**config.mk**
```make
export PLATFORM = sky130hd
export DESIGN_NAME = lap_stopwatch
export DESIGN_NICKNAME = d
export VERILOG_FILES = /design/src/rtl/lap_stopwatch_pkg.sv /design/src/rtl/lap_stopwatch_counter.sv /design/src/rtl/lap_stopwatch.sv
export SDC_FILE = /design/constraint.sdc
export NUM_CORES = 1
export LEC_CHECK = 0
export CORE_UTILIZATION = 43
export DETAILED_ROUTE_END_ITERATION = 8
export MAX_ROUTING_LAYER = met4
export SETUP_SLACK_MARGIN = 0.3
export SYNTH_ARGS = -nofsm -noshare
export SYNTH_HDL_FRONTEND = slang
export SYNTH_SLANG_ARGS = --single-unit
```
**constraint.sdc**
```tcl
create_clock -name clk -period 6.4 [get_ports clk]
set_input_delay 0.64 -clock clk [delete_from_list [all_inputs] [get_ports clk]]
set_output_delay 0.64 -clock clk [all_outputs]
set_load 0.05 [all_outputs]
```
**src/rtl/lap_stopwatch_pkg.sv**
```systemverilog
// Shared types and constants for the lap stopwatch.
// Contents: FSM state enum, packed min:sec:cs time struct, field widths,
// digit limits and the borrow-correct lap delta helper used when
// LAP_STOPWATCH_DELTA_EN is defined.
package lap_stopwatch_pkg;

    localparam int unsigned MIN_W    = 6;
    localparam int unsigned SEC_W    = 6;
    localparam int unsigned CS_W     = 7;
    localparam int unsigned TIME_W   = MIN_W + SEC_W + CS_W;
    localparam int unsigned IDX_W    = 4;
    localparam int unsigned CNT_W    = 5;
    localparam int unsigned MAX_LAPS = 16;
    localparam int unsigned CS_MAX   = 99;
    localparam int unsigned SEC_MAX  = 59;

    typedef enum logic [1:0] {
        ST_IDLE  = 2'd0,
        ST_RUN   = 2'd1,
        ST_SPLIT = 2'd2,
        ST_STOP  = 2'd3
    } sw_state_e;

    typedef struct packed {
        logic [MIN_W-1:0] min;
        logic [SEC_W-1:0] sec;
        logic [CS_W-1:0]  cs;
    } sw_time_t;

    // cur - prev with borrows through cs/sec; minutes wrap modulo min_max+1
    function automatic sw_time_t time_delta(input sw_time_t cur, input sw_time_t prev,
                                            input int unsigned min_max);
        sw_time_t   d;
        logic [7:0] c;
        logic [6:0] s;
        logic [6:0] m;
        logic       b_cs;
        logic       b_sec;
        c    = {1'b0, cur.cs} - {1'b0, prev.cs};
        b_cs = c[7];
        if (b_cs) c = c + 8'(CS_MAX + 1);
        d.cs = c[6:0];
        s     = {1'b0, cur.sec} - {1'b0, prev.sec} - 7'(b_cs);
        b_sec = s[6];
        if (b_sec) s = s + 7'(SEC_MAX + 1);
        d.sec = s[5:0];
        m = {1'b0, cur.min} - {1'b0, prev.min} - 7'(b_sec);
        if (m[6]) m = m + 7'(min_max + 1);
        d.min = m[5:0];
        return d;
    endfunction

endpackage

```
**src/rtl/lap_stopwatch_counter.sv**
```systemverilog
// Prescaled min:sec:cs time counter.
// Ports: clk, rst_n (async active-low), i_en (advance), i_clr (sync clear
// of prescaler and time), o_time (registered time), o_wrap_c (combinational
// pulse in the cycle the counter wraps past MIN_MAX:59.99).
module lap_stopwatch_counter
    import lap_stopwatch_pkg::*;
#(
    parameter int unsigned TICK_DIV = 100,
    parameter int unsigned MIN_MAX  = 59
) (
    input  logic     clk,
    input  logic     rst_n,
    input  logic     i_en,
    input  logic     i_clr,
    output sw_time_t o_time,
    output logic     o_wrap_c
);

    localparam int unsigned PRE_W = $clog2(TICK_DIV);

    logic [PRE_W-1:0] r_presc;
    sw_time_t         r_time;
    logic             w_tick;
    logic             w_cs_last;
    logic             w_sec_last;
    logic             w_min_last;

    assign w_tick     = i_en && (r_presc == PRE_W'(TICK_DIV - 1));
    assign w_cs_last  = (r_time.cs  == CS_W'(CS_MAX));
    assign w_sec_last = (r_time.sec == SEC_W'(SEC_MAX));
    assign w_min_last = (r_time.min == MIN_W'(MIN_MAX));
    assign o_wrap_c   = w_tick && w_cs_last && w_sec_last && w_min_last;
    assign o_time     = r_time;

    // Prescaler keeps its fraction while disabled, so a resume continues mid-tick
    always_ff @(posedge clk or negedge rst_n) begin
        if (!rst_n) begin
            r_presc <= '0;
            r_time  <= '0;
        end else if (i_clr) begin
            r_presc <= '0;
            r_time  <= '0;
        end else if (i_en) begin
            if (w_tick) begin
                r_presc <= '0;
                if (w_cs_last) begin
                    r_time.cs <= '0;
                    if (w_sec_last) begin
                        r_time.sec <= '0;
                        r_time.min <= w_min_last ? '0 : r_time.min + MIN_W'(1);
                    end else begin
                        r_time.sec <= r_time.sec + SEC_W'(1);
                    end
                end else begin
                    r_time.cs <= r_time.cs + CS_W'(1);
                end
            end else begin
                r_presc <= r_presc + PRE_W'(1);
            end
        end
    end

endmodule

```
**src/rtl/lap_stopwatch.sv**
```systemverilog
// Stopwatch with LAP_DEPTH-entry lap memory and split (frozen) display.
// Ports: clk, rst (async active-low), ss_btn / lap_btn (level buttons,
// rising edge = press), lap_rd_idx (lap entry select, 0 = oldest),
// disp_min/disp_sec/disp_cs (displayed time), running, split_active,
// lap_count, lap_full, lap_rd_data ({min,sec,cs}, combinational),
// time_ovf (sticky wrap flag).
// Build option: LAP_STOPWATCH_DELTA_EN stores lap-to-lap deltas instead of
// absolute times in the lap memory.
module lap_stopwatch
    import lap_stopwatch_pkg::*;
#(
    parameter int unsigned TICK_DIV  = 100,
    parameter int unsigned LAP_DEPTH = 4,
    parameter int unsigned MIN_MAX   = 59
) (
    input  logic              clk,
    input  logic              rst,
    input  logic              ss_btn,
    input  logic              lap_btn,
    input  logic [IDX_W-1:0]  lap_rd_idx,
    output logic [MIN_W-1:0]  disp_min,
    output logic [SEC_W-1:0]  disp_sec,
    output logic [CS_W-1:0]   disp_cs,
    output logic              running,
    output logic              split_active,
    output logic [CNT_W-1:0]  lap_count,
    output logic              lap_full,
    output logic [TIME_W-1:0] lap_rd_data,
    output logic              time_ovf
);

    sw_state_e r_state;
    logic      r_ss_d;
    logic      r_lap_d;
    sw_time_t  r_hold;
    sw_time_t  r_lap_mem [MAX_LAPS];
    sw_time_t  w_time;
    sw_time_t  w_entry;
    logic      w_wrap_c;
    logic      w_ss_press;
    logic      w_lap_press;
    logic      w_push;
    logic      w_clear;
    logic      w_en;

    // Start/stop has priority: a simultaneous lap press is dropped
    assign w_ss_press  = ss_btn && !r_ss_d;
    assign w_lap_press = lap_btn && !r_lap_d && !w_ss_press;
    assign w_push      = (r_state == ST_RUN) && w_lap_press;
    assign w_clear     = (r_state == ST_STOP) && w_lap_press;
    assign w_en        = (r_state == ST_RUN) || (r_state == ST_SPLIT);

    lap_stopwatch_counter #(
        .TICK_DIV (TICK_DIV),
        .MIN_MAX  (MIN_MAX)
    ) u_counter (
        .clk      (clk),
        .rst_n    (rst),
        .i_en     (w_en),
        .i_clr    (w_clear),
        .o_time   (w_time),
        .o_wrap_c (w_wrap_c)
    );

`ifdef LAP_STOPWATCH_DELTA_EN
    sw_time_t r_last_abs;
    assign w_entry = time_delta(w_time, r_last_abs, MIN_MAX);
`else
    assign w_entry = w_time;
`endif

    // Button edge detect and control FSM
    always_ff @(posedge clk or negedge rst) begin
        if (!rst) begin
            r_ss_d       <= 1'b0;
            r_lap_d      <= 1'b0;
            r_state      <= ST_IDLE;
            running      <= 1'b0;
            split_active <= 1'b0;
            r_hold       <= '0;
        end else begin
            r_ss_d  <= ss_btn;
            r_lap_d <= lap_btn;
            case (r_state)
                ST_IDLE: begin
                    if (w_ss_press) begin
                        r_state <= ST_RUN;
                        running <= 1'b1;
                    end
                end
                ST_RUN: begin
                    if (w_ss_press) begin
                        r_state <= ST_STOP;
                        running <= 1'b0;
                    end else if (w_lap_press) begin
                        r_state      <= ST_SPLIT;
                        split_active <= 1'b1;
                        r_hold       <= w_time;
                    end
                end
                ST_SPLIT: begin
                    if (w_ss_press) begin
                        r_state      <= ST_STOP;
                        running      <= 1'b0;
                        split_active <= 1'b0;
                    end else if (w_lap_press) begin
                        r_state      <= ST_RUN;
                        split_active <= 1'b0;
                    end
                end
                ST_STOP: begin
                    if (w_ss_press) begin
                        r_state <= ST_RUN;
                        running <= 1'b1;
                    end else if (w_lap_press) begin
                        r_state <= ST_IDLE;
                    end
                end
                default: begin
                    r_state      <= ST_IDLE;
                    running      <= 1'b0;
                    split_active <= 1'b0;
                end
            endcase
        end
    end

    // Lap memory, lap count and sticky overflow; full memory drops new laps
    always_ff @(posedge clk or negedge rst) begin
        if (!rst) begin
            for (int i = 0; i < MAX_LAPS; i++) r_lap_mem[i] <= '0;
            lap_count <= '0;
            lap_full  <= 1'b0;
            time_ovf  <= 1'b0;
`ifdef LAP_STOPWATCH_DELTA_EN
            r_last_abs <= '0;
`endif
        end else if (w_clear) begin
            lap_count <= '0;
            lap_full  <= 1'b0;
            time_ovf  <= 1'b0;
`ifdef LAP_STOPWATCH_DELTA_EN
            r_last_abs <= '0;
`endif
        end else begin
            if (w_wrap_c) time_ovf <= 1'b1;
            if (w_push) begin
`ifdef LAP_STOPWATCH_DELTA_EN
                r_last_abs <= w_time;
`endif
                if (!lap_full) begin
                    r_lap_mem[IDX_W'(lap_count)] <= w_entry;
                    lap_count <= lap_count + CNT_W'(1);
                    lap_full  <= ((lap_count + CNT_W'(1)) == CNT_W'(LAP_DEPTH));
                end
            end
        end
    end

    assign {disp_min, disp_sec, disp_cs} = (r_state == ST_SPLIT) ? r_hold : w_time;
    assign lap_rd_data = ({1'b0, lap_rd_idx} < lap_count) ? r_lap_mem[lap_rd_idx] : '0;

endmodule

```
Word-level counts from Yosys, hierarchy flattened
Index checks and enable logic that the tools add are counted.

word-level totals
  bits in registers = 362

operators by class
  bitwise logic cells = 5
  equality and inequality tests = 17
  order comparisons = 4
  reduce and logical (&&, ||, !) cells = 33
  $add $sub $neg = 5
  muxes and demuxes = 43

operators with widths
  kind                                                              number
  304-bit bitwise mux                                               1
  19-bit 2-to-1 mux                                                 8
  19-bit binary-select mux with 4-bit select                        1
  19-bit demux with 4-bit select                                    1
  7-bit 2-to-1 mux                                                  4
  6-bit 2-to-1 mux                                                  3
  5-bit 2-to-1 mux                                                  3
  7-bit by 1-bit adder with 7-bit output (second input constant)    2
  7-bit equality test (second input constant)                       2
  2-bit 2-to-1 mux                                                  7
  2-bit nonzero test                                                7
  6-bit by 1-bit adder with 6-bit output (second input constant)    2
  6-bit equality test (second input constant)                       2
  12-bit 2-to-1 mux                                                 1
  4-bit AND reduction                                               3
  1-bit 2-to-1 mux                                                  11
  5-bit greater-or-equal comparator (second input constant)         2
  1-bit logical AND                                                 10
  4-bit inverter with 5-bit output                                  2
  3-bit != test (second input constant)                             3
  3-bit AND reduction                                               3
  2-bit case mux with 4 select lines                                1
  2-bit by 1-bit != test with 1-bit output (second input constant)  3
  2-bit != test (second input constant)                             3
  other kinds (13)                                                  22

Depth between registers and ports, before layout
Gate-level depths: netlist of run 1.

  word-level depth = 8
  depth in mapped cells = 9

Hierarchy
From an unflattened synthesis of run 1, not the netlist that was laid out.

second synthesis, totals
  cells, all modules = 1,153
  area total of the unflattened synthesis = 17,530.6 um^2

by module, submodules not included
  module                 times used  sequential area each (um^2)  area an instance (um^2)  cells an instance
  lap_stopwatch          1           8,408.1                      16,077.9                 997
  lap_stopwatch_counter  1           650.6                        1,452.6                  156

Least setup slack after synthesis of run 1
Ideal clock, no wire load.

  path type = register to output
  start point = reg lap_count[1]
  end point = out lap_rd_data[10]
  arrival time = 3.056 ns
  required time = 5.760 ns
  cell stages (with the launch flop) = 8
  buffers on the path = 1
  setup slack = 2.704 ns
  path through = dfrtp_1 inv_1 ha_1 a21o_1 a211oi_1 nor3_1 clkbuf_1 a211oi_1

on the way
  cells in the longest elaborated chain, start to end = 2

RTL lines
  item                                           RTL line              text
  start, declared                                lap_stopwatch.sv:26   output logic [CNT_W-1:0] lap_count,
  start signal, assigned                         lap_stopwatch.sv:153  lap_count <= lap_count + CNT_W'(1);
  4-bit by 5-bit < comparator with 1-bit output  lap_stopwatch.sv:161  assign lap_rd_data = ({1'b0, lap_rd_idx} < lap_count) ? r_lap_mem[lap_rd_idx] : '0;
  19-bit 2-to-1 mux                              lap_stopwatch.sv:161
  end, declared                                  lap_stopwatch.sv:28   output logic [TIME_W-1:0] lap_rd_data,

No other way between the ends.

Final worst setup path of run 1
  start point = in lap_rd_idx[0]
  end point = out lap_rd_data[10]

on the way
  cells in the longest elaborated chain, start to end = 5
  elaborated cells on any way between the ends = 6
  those cells by class = 1 x order compare; 4 x mux; 1 x bitwise

RTL lines
  item                                                    RTL line              text
  start, declared                                         lap_stopwatch.sv:20   input logic [IDX_W-1:0] lap_rd_idx,
  4-bit inverter with 5-bit output (implied by the code)  lap_stopwatch.sv:161
  19-bit binary-select mux with 4-bit select              lap_stopwatch.sv:161
  19-bit 2-to-1 mux (implied by the code) (2 in a row)    lap_stopwatch.sv:161
  19-bit 2-to-1 mux (*)                                   lap_stopwatch.sv:161

Mark *: on every way between the ends. The rest lies on a longest branch, timed or not. The select of a mux whose other input is x is not followed.

==> impl_metrics.csv, run 1 <==
group,metric,value,unit
sta,finalHoldViolations,0,
clocking,htreeDepth,2,
global_route,grt_pass1_wl,63.88,mm
setup_path,worstSetupStartpointType,"primary input",
yosys,ys_seq_area_share,53.01,%
yosys,synth_area_per_cell,14.63,um^2
setup_path,cp_data_arrival_time,3.56,ns
clocking,numClockSinks,362,
finish,final_util,49.86,%
sta,fin_ws,2.202,ns
placement,dp.cells,1665,
setup_path,slowest_delay,0.76,ns
run,drv_cap,0,
floorplanning,ioPinCount,55,
yosys,synthFlopType,"dfrtp_1",
route,routed_wl,40.67,mm
route,drc,0,
global_route,grt_max_degree,173,
floorplanning,core_area,38920,um^2
global_route,antenna_found_initial,0,
floorplanning,die_area,40540,um^2
placement,post-place-ws,2.120,ns
yosys,yosysUniqueCellTypes,55,
setup_path,endpoint_kind,"primary output",
global_route,gr-usage-all-layers,21.41,%
yosys,synthArstFlopShare,100.0,%
placement,gp_congestion,0.7955,
clocking,clock-root-buffer,"clkbuf_16",
clocking,clock_latency,0.56,ns
global_route,grt_pass1_vias,10250,
route,drt_first_pass_iters,5,
setup_path,crit_family,"buffers and inverters",
yosys,syn_inst,1168,
route,viasPerCell,5.701,
clocking,hold_buffers,0,
setup_path,cp_slowest_cell,"clkdlybuf4s50_1",
clocking,cts_resized,0,
yosys,synth_fp_nets,1192,
sta,fmax,238.2,MHz
yosys,yosysWarnings,0,
sta,fin_crit_sh,65.60,%
sta,finalSetupViolCount,0,
yosys,ys_seq_elements,362,
power,p_leak,0.009125,uW
yosys,yosysTopAreaCell,"dfrtp_1",
floorplanning,start_util,43.91,%
sta,maxSlewViolCount,0,
clocking,cts_buffers,41,
placement,place.detailed.hpwl,24.49,mm
sta,max_slew_margin,16.93,%
placement,io_buffers,54,
route,post_drt_wl_per_cell,23.35,um
floorplanning,die_x,201.3,um
clocking,cts_tree,"yes",
finish,area_delta_synth_final,13.55,%
finish,drive_gt1_share,43.21,%
yosys,synthTopCellsByArea,"dfrtp_1 53%, mux2_2 22%, mux4_2 10%",
finish,final_nets,1214,
sta,clock_skew,0.01469,ns
setup_path,worstPathMaxFanout,43,
yosys,syn-cell-area,17090,um^2
route,ant_nets,0,
clocking,cts.path.max_buffers,3,
clocking,cts_setup_buffers,0,
route,drt_iter0_drc,610,
global_route,grt_overflow_total,0,
sta,rsz0062_at_grt,"false",
power,irDropWorstVdd,0.2329,mV
power,p_per_area,324.7,nW/um^2
route,via_count,9931,
sta,worstMarginPinSlew,1.246,ns
finish,final_cells,1742,
setup_path,cp.required,5.76,ns
floorplanning,die_height,201.3,um
clocking,clk_pin_slew,0.05,ns
setup_path,worstPathCellList,"buf_4 > buf_4 > mux4_2 > nor2b_1 > a211oi_1 > a211oi_1 > clkdlybuf4s50_1",
yosys,synth_edf_count,0,
floorplanning,fp-row-count,72,
setup_path,critPathBufInv,3,
setup_path,critPathKind,"in2out",
sta,fin_crit,4.198,ns
sta,tns,0,ns
run_status,status,"completed",
min_path,min_path_type,"in2async",
yosys,synth_top_area_share,53.01,%
## state kept, by name (all words and copies together), names as in the netlist
| register | flops |
|---|---|
| r_hold | 19 |
| split_active | 1 |
| r_ss_d | 1 |
| lap_full | 1 |
| time_ovf | 1 |
| running | 1 |
| r_lap_mem | 304 |
| u_counter.r_presc | 7 |
| u_counter.o_time | 19 |
| r_lap_d | 1 |
| lap_count | 5 |
| r_state | 2 |
## per-layer routing
layer	up-vias	track usage (%)	share of wire (%)
li1	4362	-	-
met1	5331	30.45	47
met2	176	31.40	46
met3	62	3.482	4.2
met4	0	6.737	2.4
met5	-	-	0
## stage by stage
stage | area (um^2) | hold WS (ns) | total power (uW)
after floorplan | 17090 | 0.3444 | 3544
after global placement | 18050 | 0.4692 | 3972
after detailed placement | 18050 | 0.4792 | 3995
after CTS | 19400 | 0.2229 | 6370
after global routing | 19400 | 0.2740 | 6596
final | 19400 | 0.2007 | 6301
## cell usage after synthesis (3+ instances only)
| master | n |
|---|---|
| xor2_1 | 9 |
| nand2_2 | 3 |
| nand2_1 | 21 |
| a211oi_1 | 39 |
| nand2b_1 | 4 |
| nor3_1 | 5 |
| or3_1 | 3 |
| buf_2 | 22 |
| o21ai_0 | 16 |
| mux2i_1 | 23 |
| and3_1 | 12 |
| dfrtp_1 | 362 |
| nor2b_1 | 20 |
| inv_1 | 6 |
| clkbuf_1 | 62 |
| nand3_1 | 11 |
| mux2_1 | 13 |
| o31ai_1 | 3 |
| nor2_1 | 32 |
| ha_1 | 16 |
| a21oi_1 | 7 |
| buf_1 | 7 |
| a31oi_1 | 3 |
| o2111ai_1 | 4 |
| mux2_2 | 331 |
| mux4_2 | 76 |
| nand4_1 | 3 |
| buf_4 | 17 |
| xnor2_1 | 3 |
| a22o_1 | 3 |
## logic make-up after synthesis
group,count (synthesis),share of synthesized area [%]
AOI/OAI and AO/OA,86,3.522
adders and majority gates,16,1.172
xor gates and xnor gates,12,0.6151
buffers and inverters,114,3.039
muxes,443,34.03
and+or+nand+nor,135,4.606
DFF,362,53.01
## layout by cell type (no fill, tap or decap), drive strengths merged, types with 20 or more instances in the layout
cell / n
nor2: 33
nand2: 24
buf: 38
mux2: 344
nor2b: 20
dfrtp: 362
a211oi: 39
mux2i: 23
clkdlybuf4s50: 49
clkbuf: 59
mux4: 76
## worst paths after layout
kind / startpoint / to / slack (ns) / cells past startpoint
min reg2reg: running / running / 0.49 / 2
min in group clk: running / running / 0.49 / 2
max: lap_rd_idx[0] / lap_rd_data[10] / 2.20 / 7
max in group asynchronous: rst / r_lap_mem[33] / 4.69 / 2
max reg2reg: r_state[1] / r_lap_mem[168] / 2.77 / 6
min: rst / r_lap_mem[99] / 0.20 / 1
## report_power, final
group	internal (uW)	switching [uW]	total, uW
Sequential	2490	185	2680
Combinational	496	775	1270
Clock	1400	951	2350
## cell type report
class / instances / area [um^2]
Clock inverter: 16 / 171.4
Timing Repair Buffer: 87 / 803.3
Sequential cell: 362 / 9059
Tap cell: 518 / 648.1
Multi-Input combinational cell: 692 / 7521
Fill cell: 3373 / 19510
Antenna cell: 2 / 5.005
Clock buffer: 59 / 1174
Inverter: 6 / 22.52
Power figures use the tool's default switching activity.
==> run 2: changes to the inputs <==
clock period = 3.8 ns   (was 6.4 ns; I/O delays follow)
==> impl_metrics.csv, run 2 (synthesized netlist as in run 1, its figures left out) <==
group,metric,value,unit
setup_path,worstSetupStartpointType,"flip-flop",
sta,fin_crit_sh,88.74,%
floorplanning,die_area,40540,um^2
route,ant_nets,0,
run,drv_cap,0,
floorplanning,fp-row-count,72,
placement,dp.cells,1687,
clocking,numClockSinks,362,
route,drt_iter0_drc,499,
route,drt_first_pass_iters,5,
sta,fin_ws,0.4278,ns
global_route,grt_max_degree,105,
sta,fmax,296.5,MHz
finish,regMostFlops,"r_lap_mem",
finish,final_cell_mix,"361 x dfrtp_1, 331 x mux2_2, 76 x mux4_2, 65 x buf_4, 43 x clkbuf_16",
run_status,status,"completed",
finish,largest_reg_flops,304,
min_path,min_path_type,"in2reg",
setup_path,cp_data_arrival_time,2.99,ns
setup_path,rr_worst_depth,7,
floorplanning,start_util,43.91,%
sta,max_slew_margin,43.53,%
global_route,grt_pass1_vias,10630,
floorplanning,die_x,201.3,um
sta,maxSlewViolCount,0,
floorplanning,core_area,38920,um^2
floorplanning,ioPinCount,55,
placement,place.detailed.hpwl,25.15,mm
global_route,grt_overflow_total,0,
clocking,clock_latency,0.56,ns
min_path,whs_path_depth,1,
route,drc,0,
global_route,grt_pass1_wl,66.16,mm
finish,diodes,0,
finish,final_common_cell,"dfrtp_1",
floorplanning,die_height,201.3,um
route,via_count,10060,
power,p_per_area,546.1,nW/um^2
route,viasPerCell,5.714,
sta,tns,0,ns
route,routed_wl,41.80,mm
sta,rsz0062_at_grt,"true",
clocking,cts_tree,"yes",
global_route,antenna_found_initial,0,
finish,area_delta_synth_final,15.00,%
setup_path,worstPathMaxFanout,6,
placement,post-place-ws,0.6514,ns
clocking,htreeDepth,2,
sta,worstMarginPinSlew,0.8470,ns
placement,gp_congestion,0.7858,
sta,clock_skew,0.01373,ns
sta,finalSetupViolCount,0,
power,p_leak,0.009328,uW
clocking,clk_pin_slew,0.06,ns
finish,final_nets,1238,
clocking,cts.path.max_buffers,3,
global_route,gr-usage-all-layers,22.21,%
placement,io_buffers,54,
clocking,cts_buffers,42,
route,post_drt_wl_per_cell,23.73,um
setup_path,critPathKind,"reg2out",
sta,finalHoldViolations,0,
setup_path,endpoint_kind,"primary output",
power,irDropWorstVdd,0.3586,mV
setup_path,cp.required,3.42,ns
finish,final_cells,1761,
clocking,clock-root-buffer,"clkbuf_16",
sta,fin_crit,3.372,ns
finish,drive_gt1_share,45.62,%
run 2: layout make-up:
| type | instances | area, um^2 |
|---|---|---|
| tap | 518 | 648.1 |
| fill | 3348 | 19270 |
| multi-input combinational | 692 | 7526 |
| clock buffer | 60 | 1230 |
| sequential | 362 | 9060 |
| timing repair buffer | 110 | 998.5 |
| clock inverter | 13 | 165.2 |
| inverter | 6 | 22.52 |
run 2: path summary, 6_finish.rpt:
path | to | startpoint | slack [ns]
worst max-delay path | lap_rd_data[3] | lap_count[1] | 0.43
worst min-delay path | r_ss_d | ss_btn | 0.33
worst max register to register | u_counter.o_time[12] | r_state[1] | 1.05
worst min register to register | running | running | 0.48
max in group asynchronous | r_lap_mem[92] | rst | 2.17
min in group asynchronous | r_lap_mem[24] | rst | 0.47
run 2: through the flow:
| step | utilization [%] | hold slack, ns | total power [uW] | cell area (um^2) |
|---|---|---|---|---|
| 6_report | 50.49 | 0.3315 | 10730 | 19650 |
| 5_1_grt | 50.49 | 0.3388 | 11220 | 19650 |
| 3_5_place_dp | 46.88 | 0.4762 | 6754 | 18240 |
| 4_1_cts | 50.49 | 0.3098 | 10850 | 19650 |
| 3_3_place_gp | 46.88 | 0.4632 | 6715 | 18240 |
| 2_1_floorplan | - | 0.08441 | 5969 | 17090 |
run 2: what timing repair did:
| action | 4_1_cts | 5_1_grt |
|---|---|---|
| hold buffers | 1 | 0 |
| setup endpoints to repair | 8 | 1 |
| buffers inserted | 0 | 0 |
| gates resized for setup | 6 | 0 |
| endpoints found under the hold margin | 98 | 0 |
| pin swaps | 0 | 0 |
run 2: routing by layer:
| layer | track usage (%) | wire length, um | vias up |
|---|---|---|---|
| met5 | - | 0 | - |
| met1 | 31.55 | 19880 | 5420 |
| met3 | 3.709 | 1740 | 62 |
| li1 | - | - | 4394 |
| met2 | 32.57 | 19110 | 187 |
| met4 | 7.035 | 1067 | 0 |
run 2: critical path: stages, from the launching register on:
cell and delay, ns:
dfrtp_1 0.45, inv_1 0.13, ha_1 0.29, a21o_1 0.16, a211oi_1 0.27, nor3_2 0.17, a211oi_1 0.37, dlygate4sd2_1 0.59
run 2: where the power goes:
group / total, uW / switching, uW / internal (uW)
clock network: 4040 / 1590 / 2450
logic: 2190 / 1340 / 851
registers: 4500 / 296 / 4200
total: 10700 / 3220 / 7510
==> run 3: changes to the inputs <==
CORE_ASPECT_RATIO = 0.8   (was unset)
==> impl_metrics.csv, run 3 (synthesized netlist as in run 1, its figures left out) <==
group,metric,value,unit
route,met3_wirelength,1.387,mm
clocking,cts.path.max_buffers,3,
finish,largest_reg_flops,304,
global_route,gr-usage-all-layers,21.19,%
route,post_drt_wl_per_cell,22.97,um
run_status,status,"completed",
route,drt_iter0_drc,576,
floorplanning,die_x,224.9,um
setup_path,cp_data_arrival_time,2.96,ns
power,p_per_area,526.6,nW/um^2
placement,gp_congestion,0.7606,
finish,drive_gt1_share,45.16,%
sta,finalSetupViolCount,0,
clocking,cts_buffers,38,
route,highest_layer,"met4",
floorplanning,start_util,44.18,%
finish,regMostFlops,"r_lap_mem",
finish,area_delta_synth_final,13.44,%
finish,final_nets,1222,
setup_path,endpoint_kind,"primary output",
clocking,clock_latency,0.54,ns
min_path,min_path_type,"in2reg",
power,p_leak,0.009141,uW
finish,regArea,9059,um^2
run,drv_cap,0,
placement,io_buffers,54,
clocking,numClockSinks,362,
clocking,cts_setup_buffers,0,
floorplanning,fp-row-count,64,
setup_path,critPathKind,"reg2out",
sta,tns,0,ns
sta,max_slew_margin,40.22,%
finish,diodes,0,
setup_path,cp.required,3.42,ns
power,power,10210,uW
clocking,clock-root-buffer,"clkbuf_16",
sta,finalHoldViolations,0,
route,drt_first_pass_iters,4,
route,m1WireLength,20.49,mm
route,via_count,9894,
clocking,clk_pin_slew,0.06,ns
floorplanning,die_height,180.3,um
global_route,grt_pass1_wl,63.58,mm
clocking,htreeDepth,2,
finish,stdcell_area,19380,um^2
floorplanning,core_area,38680,um^2
clocking,cts_tree,"yes",
finish,final_cell_mix,"362 x dfrtp_1, 331 x mux2_2, 76 x mux4_2, 55 x buf_4, 39 x clkbuf_16",
finish,fillers,3341,
placement,dpl_cell_area,18180,um^2
setup_path,worstPathMaxFanout,19,
route,route.met2.wl,17.75,mm
sta,fmax,299.2,MHz
sta,worstMarginPinSlew,0.8966,ns
floorplanning,ioPinCount,55,
setup_path,worstSetupStartpointType,"flip-flop",
sta,maxSlewViolCount,0,
sta,fin_crit_sh,87.96,%
sta,clock_skew,0.01494,ns
floorplanning,die_area,40550,um^2
placement,place.detailed.hpwl,24.72,mm
route,viasPerCell,5.667,
sta,rsz0062_at_grt,"false",
power,irDropWorstVdd,0.4094,mV
route,ant_nets,0,
route,drc,0,
global_route,antenna_found_initial,0,
route,routed_wl,40.11,mm
global_route,grt_overflow_total,0,
sta,fin_crit,3.342,ns
finish,multi_input_area,7559,um^2
global_route,grt_max_degree,101,
global_route,grt_pass1_vias,10340,
finish,final_common_cell,"dfrtp_1",
==> run 3: cell count changes in the layout (fill, tap and decap cells not counted), sizes merged <==
cell	previous run	this run
clkinvlp	1	0
clkinv	9	2
clkbuf	60	55
buf	75	67
bufinv	3	1
dlygate4sd2	4	0
inv	6	8
==> run 3: timing repair <==
action | in CTS | in global routing
hold endpoints to repair | 92 | 0
hold buffers | 1 | 0
gates resized for setup | 6 | 3
cloned | 0 | 0
setup endpoints to repair | 24 | 13
==> run 3: final cells by class <==
type                            count  area share, %
Tap cell                          528          3.408
Inverter                            6         0.1162
Clock inverter                      5         0.3550
Clock buffer                       55          5.603
Sequential cell                   362          46.73
Multi-Input combinational cell    692          38.99
Timing Repair Buffer               98          4.790
==> run 3: critical path: stages, from the launching register on <==
cell and delay (ns):
dfrtp_1 0.43, inv_2 0.13, ha_1 0.39, a21o_1 0.21, a211oi_1 0.27, nor3_2 0.07
buf_4 0.26, a211oi_1 0.38, buf_4 0.28
==> run 3: path summary, 6_finish.rpt <==
kind / from / cells after the start / end / slack, ns
max: lap_count[1] / 8 / lap_rd_data[2] / 0.46
min: lap_btn / 1 / r_lap_d / 0.35
max reg2reg: u_counter.o_time[0] / 6 / u_counter.o_time[17] / 1.10
min reg2reg: r_lap_mem[124] / 1 / r_lap_mem[124] / 0.49
max in group asynchronous: rst / 3 / r_lap_mem[67] / 2.24
min in group asynchronous: rst / 2 / r_hold[1] / 0.47
==> run 3: metrics by stage <==
| step | hold WS, ns | cells | setup slack, ns | utilization, % |
|---|---|---|---|---|
| 2_1_floorplan | 0.08441 | 1168 | 0.3636 | - |
| 3_3_place_gp | 0.4712 | 1685 | 0.6408 | 47.01 |
| 3_5_place_dp | 0.4776 | 1685 | 0.6639 | 47.01 |
| 4_1_cts | 0.3292 | 1746 | 0.3007 | 50.09 |
| 5_1_grt | 0.3549 | 1746 | 0.3239 | 50.12 |
| 6_report | 0.3465 | 1746 | 0.4576 | 50.12 |
==> run 3: per-layer routing <==
metal / vias to the layer above / GRT usage [%]
li1: 4382 / -
met1: 5319 / 32.08
met2: 148 / 30.40
met3: 45 / 3.033
met4: 0 / 3.864
met5: - / -
==> run 3: power breakdown <==
group          internal (uW)  total [uW]  switching, uW
clock network           2050        3550           1510
logic                    836        2020           1180
registers               4200        4630            435
